==> src/rtl/os_tile_fault_sequencer_if.sv <==
// rtl/os_tile_fault_sequencer_if.sv - host/array-side bundle of the OS tile fault sequencer
interface os_tile_fault_sequencer_if #(
  parameter int D_W   = 8,
  parameter int CNT_W = 16
);
  logic             start;
  logic             abort;
  logic [CNT_W-1:0] cfg_k;
  logic [CNT_W-1:0] cfg_tiles;
  logic             cfg_fault_en;
  logic [D_W-1:0]   cfg_fault_mask;
  logic [CNT_W-1:0] cfg_fault_cycle;
  logic [CNT_W-1:0] cfg_fault_len;
  logic             busy;
  logic             done;
  logic             feed_valid;
  logic             init_r;
  logic             data_rsrv;
  logic [D_W-1:0]   fault_mask;
  logic             fault_active;
  logic [CNT_W-1:0] cyc;
  logic [CNT_W-1:0] tile_idx;
  logic [CNT_W-1:0] fault_cnt;

  modport master (
    output start, abort, cfg_k, cfg_tiles, cfg_fault_en, cfg_fault_mask,
           cfg_fault_cycle, cfg_fault_len,
    input  busy, done, feed_valid, init_r, data_rsrv, fault_mask, fault_active,
           cyc, tile_idx, fault_cnt
  );

  modport slave (
    input  start, abort, cfg_k, cfg_tiles, cfg_fault_en, cfg_fault_mask,
           cfg_fault_cycle, cfg_fault_len,
    output busy, done, feed_valid, init_r, data_rsrv, fault_mask, fault_active,
           cyc, tile_idx, fault_cnt
  );
endinterface

==> src/rtl/os_tile_fault_sequencer.sv <==
// rtl/os_tile_fault_sequencer.sv - tile feed/init/drain sequencer with one fault window per run
// Optional: FAULT_STATS_EN enables the fault_cnt counter and window open/close messages.
module os_tile_fault_sequencer #(
  parameter int D_W   = 8,
  parameter int ROWS  = 4,
  parameter int COLS  = 4,
  parameter int CNT_W = 16
) (
  input logic clk,
  input logic rst,
  os_tile_fault_sequencer_if.slave bus
);
  typedef enum logic [2:0] {IDLE, FEED, INIT, DRAIN, DONE} state_t;

  localparam logic [CNT_W:0] FEED_SKEW  = (CNT_W+1)'(ROWS + COLS - 3);
  localparam logic [CNT_W:0] DRAIN_LAST = (CNT_W+1)'(ROWS - 1);

  state_t           state;
  logic [CNT_W-1:0] k_q, tiles_q, fcyc_q, flen_q;
  logic             en_q;
  logic [D_W-1:0]   mask_q;
  logic [CNT_W:0]   ph;
  logic             busy_q, done_q, feed_q, init_q, rsrv_q, fa_q;
  logic [D_W-1:0]   fm_q;
  logic [CNT_W-1:0] cyc_q, tile_q;

  // Window test uses a CNT_W+1 bit end so a window reaching past all-ones does not wrap.
  function automatic logic in_window(input logic en, input logic [CNT_W-1:0] fc,
                                     input logic [CNT_W-1:0] fl, input logic [CNT_W-1:0] c);
    logic [CNT_W:0] end_c;
    end_c = {1'b0, fc} + {1'b0, fl};
    return en && (c >= fc) && ((fl == '0) || ({1'b0, c} < end_c));
  endfunction

  logic [CNT_W-1:0] cyc_inc;
  logic [CNT_W:0]   feed_last;
  logic             win_start, win_next, more_tiles;

  assign cyc_inc    = (&cyc_q) ? cyc_q : cyc_q + 1'b1;
  assign feed_last  = {1'b0, k_q} + FEED_SKEW;
  assign win_start  = in_window(bus.cfg_fault_en, bus.cfg_fault_cycle, bus.cfg_fault_len, '0);
  assign win_next   = in_window(en_q, fcyc_q, flen_q, cyc_inc);
  assign more_tiles = ({1'b0, tile_q} + 1'b1) < {1'b0, tiles_q};

  always_ff @(posedge clk) begin
    if (rst || bus.abort) begin
      state  <= IDLE;
      ph     <= '0;
      busy_q <= 1'b0;
      done_q <= 1'b0;
      feed_q <= 1'b0;
      init_q <= 1'b0;
      rsrv_q <= 1'b0;
      fa_q   <= 1'b0;
      fm_q   <= '0;
      cyc_q  <= '0;
      tile_q <= '0;
      if (rst) begin
        k_q     <= '0;
        tiles_q <= '0;
        fcyc_q  <= '0;
        flen_q  <= '0;
        en_q    <= 1'b0;
        mask_q  <= '0;
      end
    end else begin
      case (state)
        IDLE: if (bus.start) begin
          k_q     <= bus.cfg_k;
          tiles_q <= bus.cfg_tiles;
          fcyc_q  <= bus.cfg_fault_cycle;
          flen_q  <= bus.cfg_fault_len;
          en_q    <= bus.cfg_fault_en;
          mask_q  <= bus.cfg_fault_mask;
          busy_q  <= 1'b1;
          cyc_q   <= '0;
          tile_q  <= '0;
          ph      <= '0;
          if (bus.cfg_k == '0 || bus.cfg_tiles == '0) begin
            state  <= DONE;
            done_q <= 1'b1;
          end else begin
            state  <= FEED;
            feed_q <= 1'b1;
            fa_q   <= win_start;
            fm_q   <= win_start ? bus.cfg_fault_mask : '0;
          end
        end
        FEED: begin
          cyc_q <= cyc_inc;
          fa_q  <= win_next;
          fm_q  <= win_next ? mask_q : '0;
          if (ph == feed_last) begin
            state  <= INIT;
            ph     <= '0;
            feed_q <= 1'b0;
            init_q <= 1'b1;
          end else begin
            ph     <= ph + 1'b1;
            feed_q <= (ph + 1'b1) < {1'b0, k_q};
          end
        end
        INIT: begin
          state  <= DRAIN;
          cyc_q  <= cyc_inc;
          init_q <= 1'b0;
          rsrv_q <= 1'b1;
          fa_q   <= win_next;
          fm_q   <= win_next ? mask_q : '0;
        end
        DRAIN: begin
          cyc_q <= cyc_inc;
          fa_q  <= win_next;
          fm_q  <= win_next ? mask_q : '0;
          if (ph == DRAIN_LAST) begin
            ph     <= '0;
            rsrv_q <= 1'b0;
            if (more_tiles) begin
              state  <= FEED;
              tile_q <= tile_q + 1'b1;
              feed_q <= 1'b1;
            end else begin
              state  <= DONE;
              done_q <= 1'b1;
              fa_q   <= 1'b0;
              fm_q   <= '0;
            end
          end else begin
            ph <= ph + 1'b1;
          end
        end
        DONE: begin
          state  <= IDLE;
          busy_q <= 1'b0;
          done_q <= 1'b0;
          cyc_q  <= '0;
          tile_q <= '0;
        end
        default: state <= IDLE;
      endcase
    end
  end

  assign bus.busy         = busy_q;
  assign bus.done         = done_q;
  assign bus.feed_valid   = feed_q;
  assign bus.init_r       = init_q;
  assign bus.data_rsrv    = rsrv_q;
  assign bus.fault_active = fa_q;
  assign bus.fault_mask   = fm_q;
  assign bus.cyc          = cyc_q;
  assign bus.tile_idx     = tile_q;

`ifdef FAULT_STATS_EN
  logic [CNT_W-1:0] fcnt_q;
  logic             fa_d;

  always_ff @(posedge clk) begin
    if (rst) begin
      fcnt_q <= '0;
      fa_d   <= 1'b0;
    end else begin
      if (state == IDLE && bus.start && !bus.abort)
        fcnt_q <= '0;
      else if (fa_q && !(&fcnt_q))
        fcnt_q <= fcnt_q + 1'b1;
      fa_d <= fa_q;
      if (fa_q && !fa_d)
        $display("fault window open: tile_idx=%0d cyc=%0d mask=%h", tile_q, cyc_q, fm_q);
      if (!fa_q && fa_d)
        $display("fault window close: tile_idx=%0d cyc=%0d mask=%h", tile_q, cyc_q, mask_q);
    end
  end

  assign bus.fault_cnt = fcnt_q;
`else
  assign bus.fault_cnt = '0;
`endif
endmodule

==> src/flat_wrapper.sv <==
// flat-port wrapper written by rule: the top's interface ports become plain ports
module os_tile_fault_sequencer_flat 
#(
  parameter int D_W   = 8,
  parameter int ROWS  = 4,
  parameter int COLS  = 4,
  parameter int CNT_W = 16
)
  (clk, rst, bus_start, bus_abort, bus_cfg_k, bus_cfg_tiles, bus_cfg_fault_en, bus_cfg_fault_mask, bus_cfg_fault_cycle, bus_cfg_fault_len, bus_busy, bus_done, bus_feed_valid, bus_init_r, bus_data_rsrv, bus_fault_mask, bus_fault_active, bus_cyc, bus_tile_idx, bus_fault_cnt);
  os_tile_fault_sequencer_if #(.D_W(D_W), .CNT_W(CNT_W)) bus_i ();
  input logic clk;
  input logic rst;
  input wire logic [$bits(bus_i.start)-1:0] bus_start;
  input wire logic [$bits(bus_i.abort)-1:0] bus_abort;
  input wire logic [$bits(bus_i.cfg_k)-1:0] bus_cfg_k;
  input wire logic [$bits(bus_i.cfg_tiles)-1:0] bus_cfg_tiles;
  input wire logic [$bits(bus_i.cfg_fault_en)-1:0] bus_cfg_fault_en;
  input wire logic [$bits(bus_i.cfg_fault_mask)-1:0] bus_cfg_fault_mask;
  input wire logic [$bits(bus_i.cfg_fault_cycle)-1:0] bus_cfg_fault_cycle;
  input wire logic [$bits(bus_i.cfg_fault_len)-1:0] bus_cfg_fault_len;
  output wire logic [$bits(bus_i.busy)-1:0] bus_busy;
  output wire logic [$bits(bus_i.done)-1:0] bus_done;
  output wire logic [$bits(bus_i.feed_valid)-1:0] bus_feed_valid;
  output wire logic [$bits(bus_i.init_r)-1:0] bus_init_r;
  output wire logic [$bits(bus_i.data_rsrv)-1:0] bus_data_rsrv;
  output wire logic [$bits(bus_i.fault_mask)-1:0] bus_fault_mask;
  output wire logic [$bits(bus_i.fault_active)-1:0] bus_fault_active;
  output wire logic [$bits(bus_i.cyc)-1:0] bus_cyc;
  output wire logic [$bits(bus_i.tile_idx)-1:0] bus_tile_idx;
  output wire logic [$bits(bus_i.fault_cnt)-1:0] bus_fault_cnt;
  assign bus_i.start = bus_start;
  assign bus_i.abort = bus_abort;
  assign bus_i.cfg_k = bus_cfg_k;
  assign bus_i.cfg_tiles = bus_cfg_tiles;
  assign bus_i.cfg_fault_en = bus_cfg_fault_en;
  assign bus_i.cfg_fault_mask = bus_cfg_fault_mask;
  assign bus_i.cfg_fault_cycle = bus_cfg_fault_cycle;
  assign bus_i.cfg_fault_len = bus_cfg_fault_len;
  assign bus_busy = bus_i.busy;
  assign bus_done = bus_i.done;
  assign bus_feed_valid = bus_i.feed_valid;
  assign bus_init_r = bus_i.init_r;
  assign bus_data_rsrv = bus_i.data_rsrv;
  assign bus_fault_mask = bus_i.fault_mask;
  assign bus_fault_active = bus_i.fault_active;
  assign bus_cyc = bus_i.cyc;
  assign bus_tile_idx = bus_i.tile_idx;
  assign bus_fault_cnt = bus_i.fault_cnt;
  os_tile_fault_sequencer #(.D_W(D_W), .ROWS(ROWS), .COLS(COLS), .CNT_W(CNT_W)) u_core (.clk(clk), .rst(rst), .bus(bus_i));
endmodule
==> config.mk <==
export PLATFORM = sky130hd
export DESIGN_NAME = os_tile_fault_sequencer_flat
export DESIGN_NICKNAME = d
export VERILOG_FILES = /design/src/rtl/os_tile_fault_sequencer_if.sv /design/src/rtl/os_tile_fault_sequencer.sv /design/src/flat_wrapper.sv
export SDC_FILE = /design/constraint.sdc
export NUM_CORES = 1
export LEC_CHECK = 0
export CORE_UTILIZATION = 30
export CTS_BUF_LIST = sky130_fd_sc_hd__clkbuf_4
export CTS_CLUSTER_DIAMETER = 30
export DETAILED_ROUTE_END_ITERATION = 8
export MAX_ROUTING_LAYER = met4
export PLACE_DENSITY = 0.57
export SYNTH_ARGS = -nofsm -noshare
export SYNTH_HDL_FRONTEND = slang
export SYNTH_SLANG_ARGS = --single-unit
==> constraint.sdc <==
create_clock -name clk -period 4.85 [get_ports clk]
set_clock_uncertainty 0.05 [all_clocks]
set_input_delay 0.97 -clock clk [delete_from_list [all_inputs] [get_ports clk]]
set_output_delay 0.97 -clock clk [all_outputs]
set_load 0.1 [all_outputs]
# After elaboration in Yosys (flattened, before gate mapping)
# Index checks and enable logic that the tools add are counted.
[totals]
elab_cells = 146
in_bits = 77
output_inout_bits = 62
reg_bits = 139
[classes]
mux = 66
addsub = 7
eq_ne = 14
reduce_logical = 36
order_cmp = 6
[op_table]
columns = ["cell", "n"]
rows = [
  ["2-to-1 mux 16 bit", 17],
  ["one-hot mux 16 bit (3 select lines)", 2],
  ["2-to-1 mux 8 bit", 10],
  ["zero test 16 bit", 4],
  ["2-to-1 mux 17 bit", 3],
  ["one-hot mux 17 bit (3 select lines)", 1],
  ["adder 16 x 16 -> 17 bit", 2],
  ["< comparator 17 x 16 -> 1 bit", 2],
  ["adder 16 x 1 -> 16 bit (second input constant)", 2],
  ["one-hot mux 8 bit (3 select lines)", 1],
  ["2-to-1 mux 1 bit", 20],
  ["adder 16 x 1 -> 17 bit (second input constant)", 1],
  ["adder 16 x 3 -> 17 bit (second input constant)", 1],
  ["adder 17 x 1 -> 17 bit (second input constant)", 1],
  ["== test 17 bit", 1],
  ["== test 17 x 2 -> 1 bit (second input constant)", 1],
  ["< comparator 1 x 17 -> 1 bit (first input constant)", 1],
  ["< comparator 16 x 17 -> 1 bit", 1],
  ["greater-or-equal comparator 1 x 16 -> 1 bit (first input constant)", 1],
  ["greater-or-equal comparator 16 bit", 1],
  ["AND reduction 16 bit", 1],
  ["2-to-1 mux 3 bit", 5],
  ["one-hot mux 3 bit (4 select lines)", 1],
  ["nonzero test 3 bit", 4],
  ["17 further kinds", 45],
]

# Logic depth before layout (Yosys ltp)
# Gate-level depths: netlist of the first run.
[logic_depth]
depth_word = 9
depth_mapped = 20
ltp_nobuf = 20

# Worst setup path before layout of the first run
# No wires, ideal clock.
[synth_timing]
kind = "register to register"
from = "register u_core.tile_q[2] (netlist: u_core.bus.tile_idx[2])"
to = "register u_core.tile_q[9] (netlist: u_core.bus.tile_idx[9])"
t_arrival_ns = 4.704
slack_ns = 0.010
path_stages_with_launch = 20
n_path_buf = 3
required_ns = 4.714
path_cell_list = "dfxtp_1 nand2_1 nor2_1 and3_1 and3_1 and3_1 and3_1 clkbuf_1 xor2_1 ha_1 a2111oi_0 o21ai_1 a31oi_1 o21a_1 o21ai_1 nor4_1 buf_2 buf_2 a21oi_1 a211oi_1"
[synth_between]
elab_chain_len = 4
word_cells_on_any_way = 8
classes_between = "add/sub (2); order compare (1); eq/ne (1); mux (3); reduce/logical (1)"
[synth_rtl]
columns = ["element", "line", "rtl"]
rows = [
  ["from (decl)", "os_tile_fault_sequencer.sv:25", "logic [CNT_W-1:0] cyc_q, tile_q;"],
  ["from (signal assigned)", "os_tile_fault_sequencer.sv:120", "tile_q <= tile_q + 1'b1;"],
  ["adder 16 x 1 -> 17 bit or adder 16 x 1 -> 16 bit (tied branches)", "os_tile_fault_sequencer.sv:43, os_tile_fault_sequencer.sv:120", ""],
  ["< comparator 17 x 16 -> 1 bit or 2-to-1 mux 16 bit (tied branches)", "os_tile_fault_sequencer.sv:43, os_tile_fault_sequencer.sv:118", ""],
  ["inequality test 2 x 1 -> 1 bit (no line) or 2-to-1 mux 16 bit (tied branches)", "-", ""],
  ["AND reduction 4 bit (no line) or one-hot mux 16 bit (3 select lines) (tied branches)", "-", ""],
]
# Parallel ways exist; a longest one is shown, timed or not. The select of a mux whose other input is x is not followed.
# A chain may end at the register's enable or synchronous reset.

# Worst setup path after layout of the first run
[layout_timing]
from = "register u_core.tile_q[2] (netlist: u_core.bus.tile_idx[2])"
to = "register u_core.fm_q[0] (netlist: u_core.bus.fault_mask[0])"
[layout_between]
elab_chain_len = 5
[layout_rtl]
columns = ["element", "line", "rtl"]
rows = [
  ["adder 16 x 1 -> 17 bit", "os_tile_fault_sequencer.sv:43", "assign more_tiles = ({1'b0, tile_q} + 1'b1) < {1'b0, tiles_q};"],
  ["< comparator 17 x 16 -> 1 bit", "os_tile_fault_sequencer.sv:43", ""],
  ["2-to-1 mux 8 bit", "os_tile_fault_sequencer.sv:118", "if (more_tiles) begin"],
  ["2-to-1 mux 8 bit", "os_tile_fault_sequencer.sv:115", "if (ph == DRAIN_LAST) begin"],
  ["one-hot mux 8 bit (3 select lines)", "os_tile_fault_sequencer.sv:67", "case (state)"],
  ["to (signal assigned)", "os_tile_fault_sequencer.sv:86", "fm_q <= win_start ? bus.cfg_fault_mask : '0;"],
  ["to (signal assigned)", "os_tile_fault_sequencer.sv:109", "fm_q <= win_next ? mask_q : '0;"],
  ["to (signal assigned)", "os_tile_fault_sequencer.sv:114", "fm_q <= win_next ? mask_q : '0;"],
  ["to (decl)", "os_tile_fault_sequencer.sv:24", "logic [D_W-1:0] fm_q;"],
]
# No other way between the ends.

==> results of run 1 <==
==> power by group <==
group	total (mW)	switching [mW]	leakage (nW)	internal, mW
Combinational	0.585	0.352	3.34	0.232
Clock	0.815	0.499	0.160	0.316
Sequential	1.32	0.0330	1.30	1.29
Total	2.72	0.884	4.80	1.84
==> registers in the layout, summed over array words and instances, names as in the netlist <==
name and flops:
u_core.en_q 1, u_core.bus.busy 1, u_core.fcyc_q 16, u_core.bus.feed_valid 1, u_core.k_q 16, u_core.bus.fault_mask 8, u_core.bus.cyc 16, u_core.bus.tile_idx 16
u_core.bus.done 1, u_core.bus.fault_active 1, u_core.flen_q 16, u_core.ph 17, u_core.bus.data_rsrv 1, u_core.state 3, u_core.tiles_q 16, u_core.bus.init_r 1
u_core.mask_q 8
==> how the worst min path moves through the flow <==
stage	start	to	slack, ns	cells after the start
2_1_floorplan	u_core.mask_q[0]$_SDFFCE_PP0P_	u_core.bus.fault_mask[0]$_SDFFE_PP0P_	0.46	2
3_3_place_gp	u_core.bus.done$_SDFFE_PP0P_	u_core.bus.done$_SDFFE_PP0P_	0.39	2
3_5_place_dp	u_core.bus.done$_SDFFE_PP0P_	u_core.bus.done$_SDFFE_PP0P_	0.39	2
4_1_cts	u_core.bus.done$_SDFFE_PP0P_	u_core.bus.done$_SDFFE_PP0P_	0.42	2
5_1_grt	u_core.bus.done$_SDFFE_PP0P_	u_core.bus.done$_SDFFE_PP0P_	0.45	2
6_report	u_core.bus.done$_SDFFE_PP0P_	u_core.bus.done$_SDFFE_PP0P_	0.42	2
==> Yosys cell counts, types with 16 or more instances <==
library cell and instances:
buf_4 16, ha_1 98, a21oi_1 78, nand4_1 20
o21a_1 16, dfxtp_1 66, edfxtp_1 73, clkbuf_1 36
a211oi_1 24, xor2_1 31, and2_1 84, nor2_1 95
nand3_1 32, nor3_1 25, xnor2_1 43, inv_1 75
nand2_1 51, nand2b_1 17, nor4_1 32, o21ai_0 37
==> area by class of cell <==
type                    instances  area share
clock inverters                15      0.0132
clock buffers                  17      0.0105
repair buffers                141       0.113
diodes                          1    0.000206
inverters                      79      0.0244
well taps                     442      0.0455
flip-flops and latches        139       0.289
multi-input cells             882       0.504
==> what timing repair did <==
item	4_1_cts	5_1_grt
endpoints found under the setup margin	8	9
gates resized for setup	1	4
pin swaps	0	1
setup buffers	0	1
==> placed cells by master (no fill, tap or decap), drive strengths merged, types with 16 or more instances in the layout <==
cell,n
a211oi,24
nand2,51
nor2,96
nor3,25
conb,16
a21oi,78
buf,19
xnor2,43
xor2,31
and2,85
nand3,32
edfxtp,73
nand2b,17
inv,85
o21ai,49
dfxtp,66
clkdlybuf4s50,122
o21a,16
nor4,35
clkbuf,17
nand4,20
ha,98
==> through the flow <==
| stage | worst slack [ns] | total power [mW] | instance area, um2 |
|---|---|---|---|
| 2_1_floorplan | 0.00966 | 1.75 | 10200 |
| 3_3_place_gp | 0.0872 | 1.93 | 11800 |
| 3_5_place_dp | 0.00714 | 1.93 | 11800 |
| 4_1_cts | 0.0878 | 2.75 | 12100 |
| 5_1_grt | 0.0450 | 2.87 | 12100 |
| 6_report | 0.371 | 2.72 | 12100 |
==> logic make-up after synthesis <==
logic type	synth area share
AND/OR/NAND/NOR	0.216
AO/OA/AOI/OAI	0.184
buffers and inverters	0.0592
flip-flops	0.347
adder cells (fa/ha/maj)	0.125
XOR/XNOR	0.0640
multiplexers	0.00395
other	0.000370
==> critical path, cell delays in order (launching register included) <==
cell	delay, ns
dfxtp_1	0.47
nand2_1	0.10
nor2_1	0.27
and3_1	0.29
and3_1	0.26
and3_1	0.25
and3_1	0.27
nand3_1	0.14
xnor2_1	0.16
ha_1	0.30
nand3_1	0.07
or3_1	0.35
or3_1	0.36
o32a_1	0.26
nand4_1	0.13
buf_4	0.15
nor2_4	0.06
and2_1	0.16
a221o_1	0.26
==> metal layers <==
layer / vias to the layer above / share of wire / GRT usage
li1: 4392 / - / -
met1: 4145 / 0.48 / 0.218
met2: 168 / 0.47 / 0.271
met3: 24 / 0.035 / 0.0323
met4: 0 / 0.016 / 0.0466
met5: - / 0 / -
==> results.ini, run 1 <==
[run_status]
outcome = finished clean

[finish]
syn_to_final_growth_pct = 19.9
instances_no_fill = 1716
nFillCells = 3403
drive_gt1_frac = 0.0558
regArea_um2 = 3510
final_util = 0.370
fin_nets = 1437
multiInputGateArea_um2 = 6120

[floorplan]
core_um2 = 32900
initial_core_util = 0.308
dieWidth_um = 186
io_pins = 139
die_y_um = 186
die_area_um2 = 34500
rows = 66

[cts]
cts_made_buffers = 17
cts_tree = yes
hold_buffers = 0
clkTransAtPathRegs_ns = 0.13
cts.path.max_buffers = 2
cts_max_level = 4
cts.sinks = 139
insertion_delay_ns = 0.58
cts-root-buf = clkbuf_4

[worst_hold_path]
hold_class = flip-flop to flip-flop

[yosys]
synth_top_cell_by_area = edfxtp_1
syn_avg_cell_area_um2 = 8.83
synth_warnings = 0
synth_edf_count = 73
synth-seq-cells = 139
synthArstFlopShare = 0
synthCells = 1147
yosys.cell_types.count = 70
synth_top_cell_area_share = 0.216
synthFlopType = edfxtp_1
synth_area_leaders = edfxtp_1 22%, dfxtp_1 13%, ha_1 12%
ys_seq_area_frac = 0.347
synth_area_um2 = 10100

[global_route]
grt_usage = 0.170
grt_pass1_vias = 8354
grt_pass1_wl_um = 44400
grt_overflow_total = 0
grt_start_max_net_pins = 74
antenna_found_initial = 1

[timing]
max_freq_mhz = 223
setup_viol = 0
rsz0062_at_grt = no
tightest_slew_ns = 1.06
slew_headroom = 0.292
final-max-slew-violation-count = 0
setup_tns_ns = 0
fin_crit_ns = 4.48
hold_violations = 0
whs_ns = 0.418
period_share = 0.923

[setup_path]
reg2reg_to = u_core.bus.fault_mask[0]$_SDFFE_PP0P_
rr_startpoint = u_core.bus.tile_idx[2]$_SDFFE_PP0P_
endpoint_kind = flip-flop
critPathMaxFanout = 8
reg2reg_slack_ns = 0.37
worst_r2r_path_depth = 18
arrival_ns = 4.89
cp-start-kind = flip-flop
worstSetupEndpoint = u_core.bus.fault_mask[0]$_SDFFE_PP0P_
crit_required_ns = 5.26
worstSetupPathType = flip-flop to flip-flop
startpoint = u_core.bus.tile_idx[2]$_SDFFE_PP0P_

[drt]
drtAntennaViolNets = 0
finalWirelength_um = 27800
viasPerCell = 5.09
vias = 8729
drc = 0
dr.pass1.iters = 5
first_iter_violations = 482
wl_per_cell_um = 16.2

[placement]
routabilityCongestion = 0.887
dp_hpwl_um = 21700
place_inst = 1682
port_buffers = 122

[job]
maxCapViolations = 0

[power]
cellLeakagePower_nw = 4.80
vdd_drop_max_uv = 123
p_per_area_nw_per_um2 = 224

Note: power is estimated with default switching activity, not from simulation.
==> run 2: changes to the inputs <==
--- a/config.mk
+++ b/config.mk
@@ -5,6 +5,7 @@
 export SDC_FILE = /design/constraint.sdc
 export NUM_CORES = 1
 export LEC_CHECK = 0
+export CAP_MARGIN = 25
 export CORE_UTILIZATION = 30
 export CTS_BUF_LIST = sky130_fd_sc_hd__clkbuf_4
 export CTS_CLUSTER_DIAMETER = 30
==> run 2 against run 1 <==
  * Fmax rose by 0.32%
  * Cell count hardly changed
  * Sequential cell count did not move
  * First-iteration DRC count fell by 4.6%
  * Hold slack about the same
==> results.ini, run 2 (synthesized netlist as in run 1, its figures left out) <==
[cts]
insertion_delay_ns = 0.58
cts_made_buffers = 17
cts.path.max_buffers = 2
cts-root-buf = clkbuf_4
cts_max_level = 4
clkTransAtPathRegs_ns = 0.13
hold_buffers = 0
cts.sinks = 139
cts_tree = yes

[finish]
largest_reg_flops = 17
nFillCells = 3401
layout_common_cells = 122 x clkdlybuf4s50_1, 98 x ha_1, 93 x nor2_1
top_register = u_core.ph
drive_gt1_frac = 0.0565
final_common_cell = clkdlybuf4s50_1
fin_nets = 1438
syn_to_final_growth_pct = 20.2

[placement]
dp_hpwl_um = 21700
port_buffers = 122
routabilityCongestion = 0.887

[floorplan]
die_y_um = 186
rows = 66
core_um2 = 32900
initial_core_util = 0.308
dieWidth_um = 186
io_pins = 139
die_area_um2 = 34500

[job]
maxCapViolations = 0

[timing]
fin_crit_ns = 4.46
slew_headroom = 0.294
max_freq_mhz = 224
setup_viol = 0
rsz0062_at_grt = no
setup_tns_ns = 0
tightest_slew_ns = 1.05
hold_violations = 0
period_share = 0.921
final-max-slew-violation-count = 0

[setup_path]
cp_top_family = simple AND/OR/NAND/NOR gates
cp_slowest_cell = dfxtp_1
cp_num_buf_inv = 1
worstSetupPathType = flip-flop to flip-flop
crit_chain = nand2_1 > nor2_1 > and3_1 > and3_1 > and3_1 > and3_1 > nand3_1 > xnor2_1 > ha_1 > nand3_1 > or3_1 > or3_1 > o32a_1 > nand4_1 > buf_4 > nor2_4 > and2_1 > a221o_1
cp_slowest_stage_delay_ns = 0.47
arrival_ns = 4.87
cp-start-kind = flip-flop
crit_required_ns = 5.26
cpMostUsedCell = and3_1
critPathMaxFanout = 8
endpoint_kind = flip-flop

[drt]
first_iter_violations = 460
viasPerCell = 5.05
finalWirelength_um = 27800
drc = 0
vias = 8674
drtAntennaViolNets = 0
dr.pass1.iters = 4
wl_per_cell_um = 16.2

[power]
seqPwrFrac = 0.486
fin_total_pwr_mw = 2.72
p_int_mw = 1.84
cellLeakagePower_nw = 4.81
vdd_drop_max_uv = 122
clock_power_share = 0.298
p_switching_mw = 0.881
p_per_area_nw_per_um2 = 224
p_sw_frac = 0.324
comb_power_share = 0.216

[global_route]
grt_pass1_vias = 8354
antenna_found_initial = 1
grt_overflow_total = 0
grt_start_max_net_pins = 74
grt_usage = 0.170
grt_pass1_wl_um = 44400

[run_status]
outcome = finished clean

[worst_hold_path]
hold_class = flip-flop to flip-flop

==> run 2: cell count changes in the layout (fill, tap and decap cells not counted) <==
| cell | change |
|---|---|
| buf_16 | +1 |
==> run 2: worst paths after layout <==
| kind | start | end | slack [ns] | cells after the start |
|---|---|---|---|---|
| setup / recovery | u_core.bus.tile_idx[2]$_SDFFE_PP0P_ | u_core.bus.fault_mask[0]$_SDFFE_PP0P_ | 0.39 | 18 |
| hold / removal | u_core.bus.done$_SDFFE_PP0P_ | u_core.bus.done$_SDFFE_PP0P_ | 0.42 | 2 |
| setup reg to reg | u_core.bus.tile_idx[2]$_SDFFE_PP0P_ | u_core.bus.fault_mask[0]$_SDFFE_PP0P_ | 0.39 | 18 |
| hold reg to reg | u_core.bus.done$_SDFFE_PP0P_ | u_core.bus.done$_SDFFE_PP0P_ | 0.42 | 2 |
==> run 2: final cells by class <==
| class | count | area, um2 | share of cell area |
|---|---|---|---|
| sequential | 139 | 3510 | 0.289 |
| multi-input combinational | 882 | 6120 | 0.502 |
| clock inverter | 15 | 160 | 0.0132 |
| timing repair buffer | 142 | 1400 | 0.115 |
| inverter | 79 | 297 | 0.0244 |
| clock buffer | 17 | 128 | 0.0105 |
| tap | 442 | 553 | 0.0454 |
| antenna | 1 | 2.50 | 0.000206 |
==> run 2: per-layer routing <==
layer  share of wire  global-route usage  vias to the layer above
met4           0.016              0.0466                        0
li1                -                   -                     4393
met1            0.48               0.218                     4100
met5               0                   -                        -
met2            0.47               0.271                      158
met3           0.037              0.0323                       23
==> run 2: repair_timing <==
| item | 4_1_cts | 5_1_grt |
|---|---|---|
| endpoints found under the setup margin | 8 | 9 |
| pin swaps | 0 | 1 |
| gates resized for setup | 1 | 4 |
| setup buffers | 0 | 1 |
==> run 2: power groups by stage <==
stage | registers [mW] | logic, mW | clock network, mW
floorplan | 1.35 | 0.399 | 0
global placement | 1.35 | 0.576 | 0
detailed placement | 1.35 | 0.580 | 0
CTS | 1.32 | 0.583 | 0.842
global route | 1.33 | 0.646 | 0.896
finish | 1.32 | 0.589 | 0.810
==> run 2: worst reg2reg max path, cell delays in order (launching register included) <==
cell and delay, ns:
dfxtp_1 0.47, nand2_1 0.11, nor2_1 0.26, and3_1 0.29, and3_1 0.26, and3_1 0.25, and3_1 0.27, nand3_1 0.14
xnor2_1 0.16, ha_1 0.30, nand3_1 0.07, or3_1 0.35, or3_1 0.36, o32a_1 0.26, nand4_1 0.13, buf_4 0.15
nor2_4 0.07, and2_1 0.17, a221o_1 0.26
==> run 2: metrics by stage <==
step	setup WS [ns]	util	cells	area [um2]	hold slack (ns)
floorplan	0.00966	-	1162	10200	0.462
CTS	0.0878	0.369	1714	12100	0.422
global route	0.0450	0.370	1717	12200	0.448
global placement	0.0872	0.360	1682	11800	0.389
detailed placement	0.00714	0.360	1682	11800	0.394
finish	0.386	0.370	1717	12200	0.418
==> run 3: changes to the inputs <==
--- a/config.mk
+++ b/config.mk
@@ -15,3 +15,4 @@
 export SYNTH_ARGS = -nofsm -noshare
 export SYNTH_HDL_FRONTEND = slang
 export SYNTH_SLANG_ARGS = --single-unit
+export TNS_END_PERCENT = 50
==> results of run 3 <==
Same layout as run 2: the final DEF is identical, and so are final timing and power.
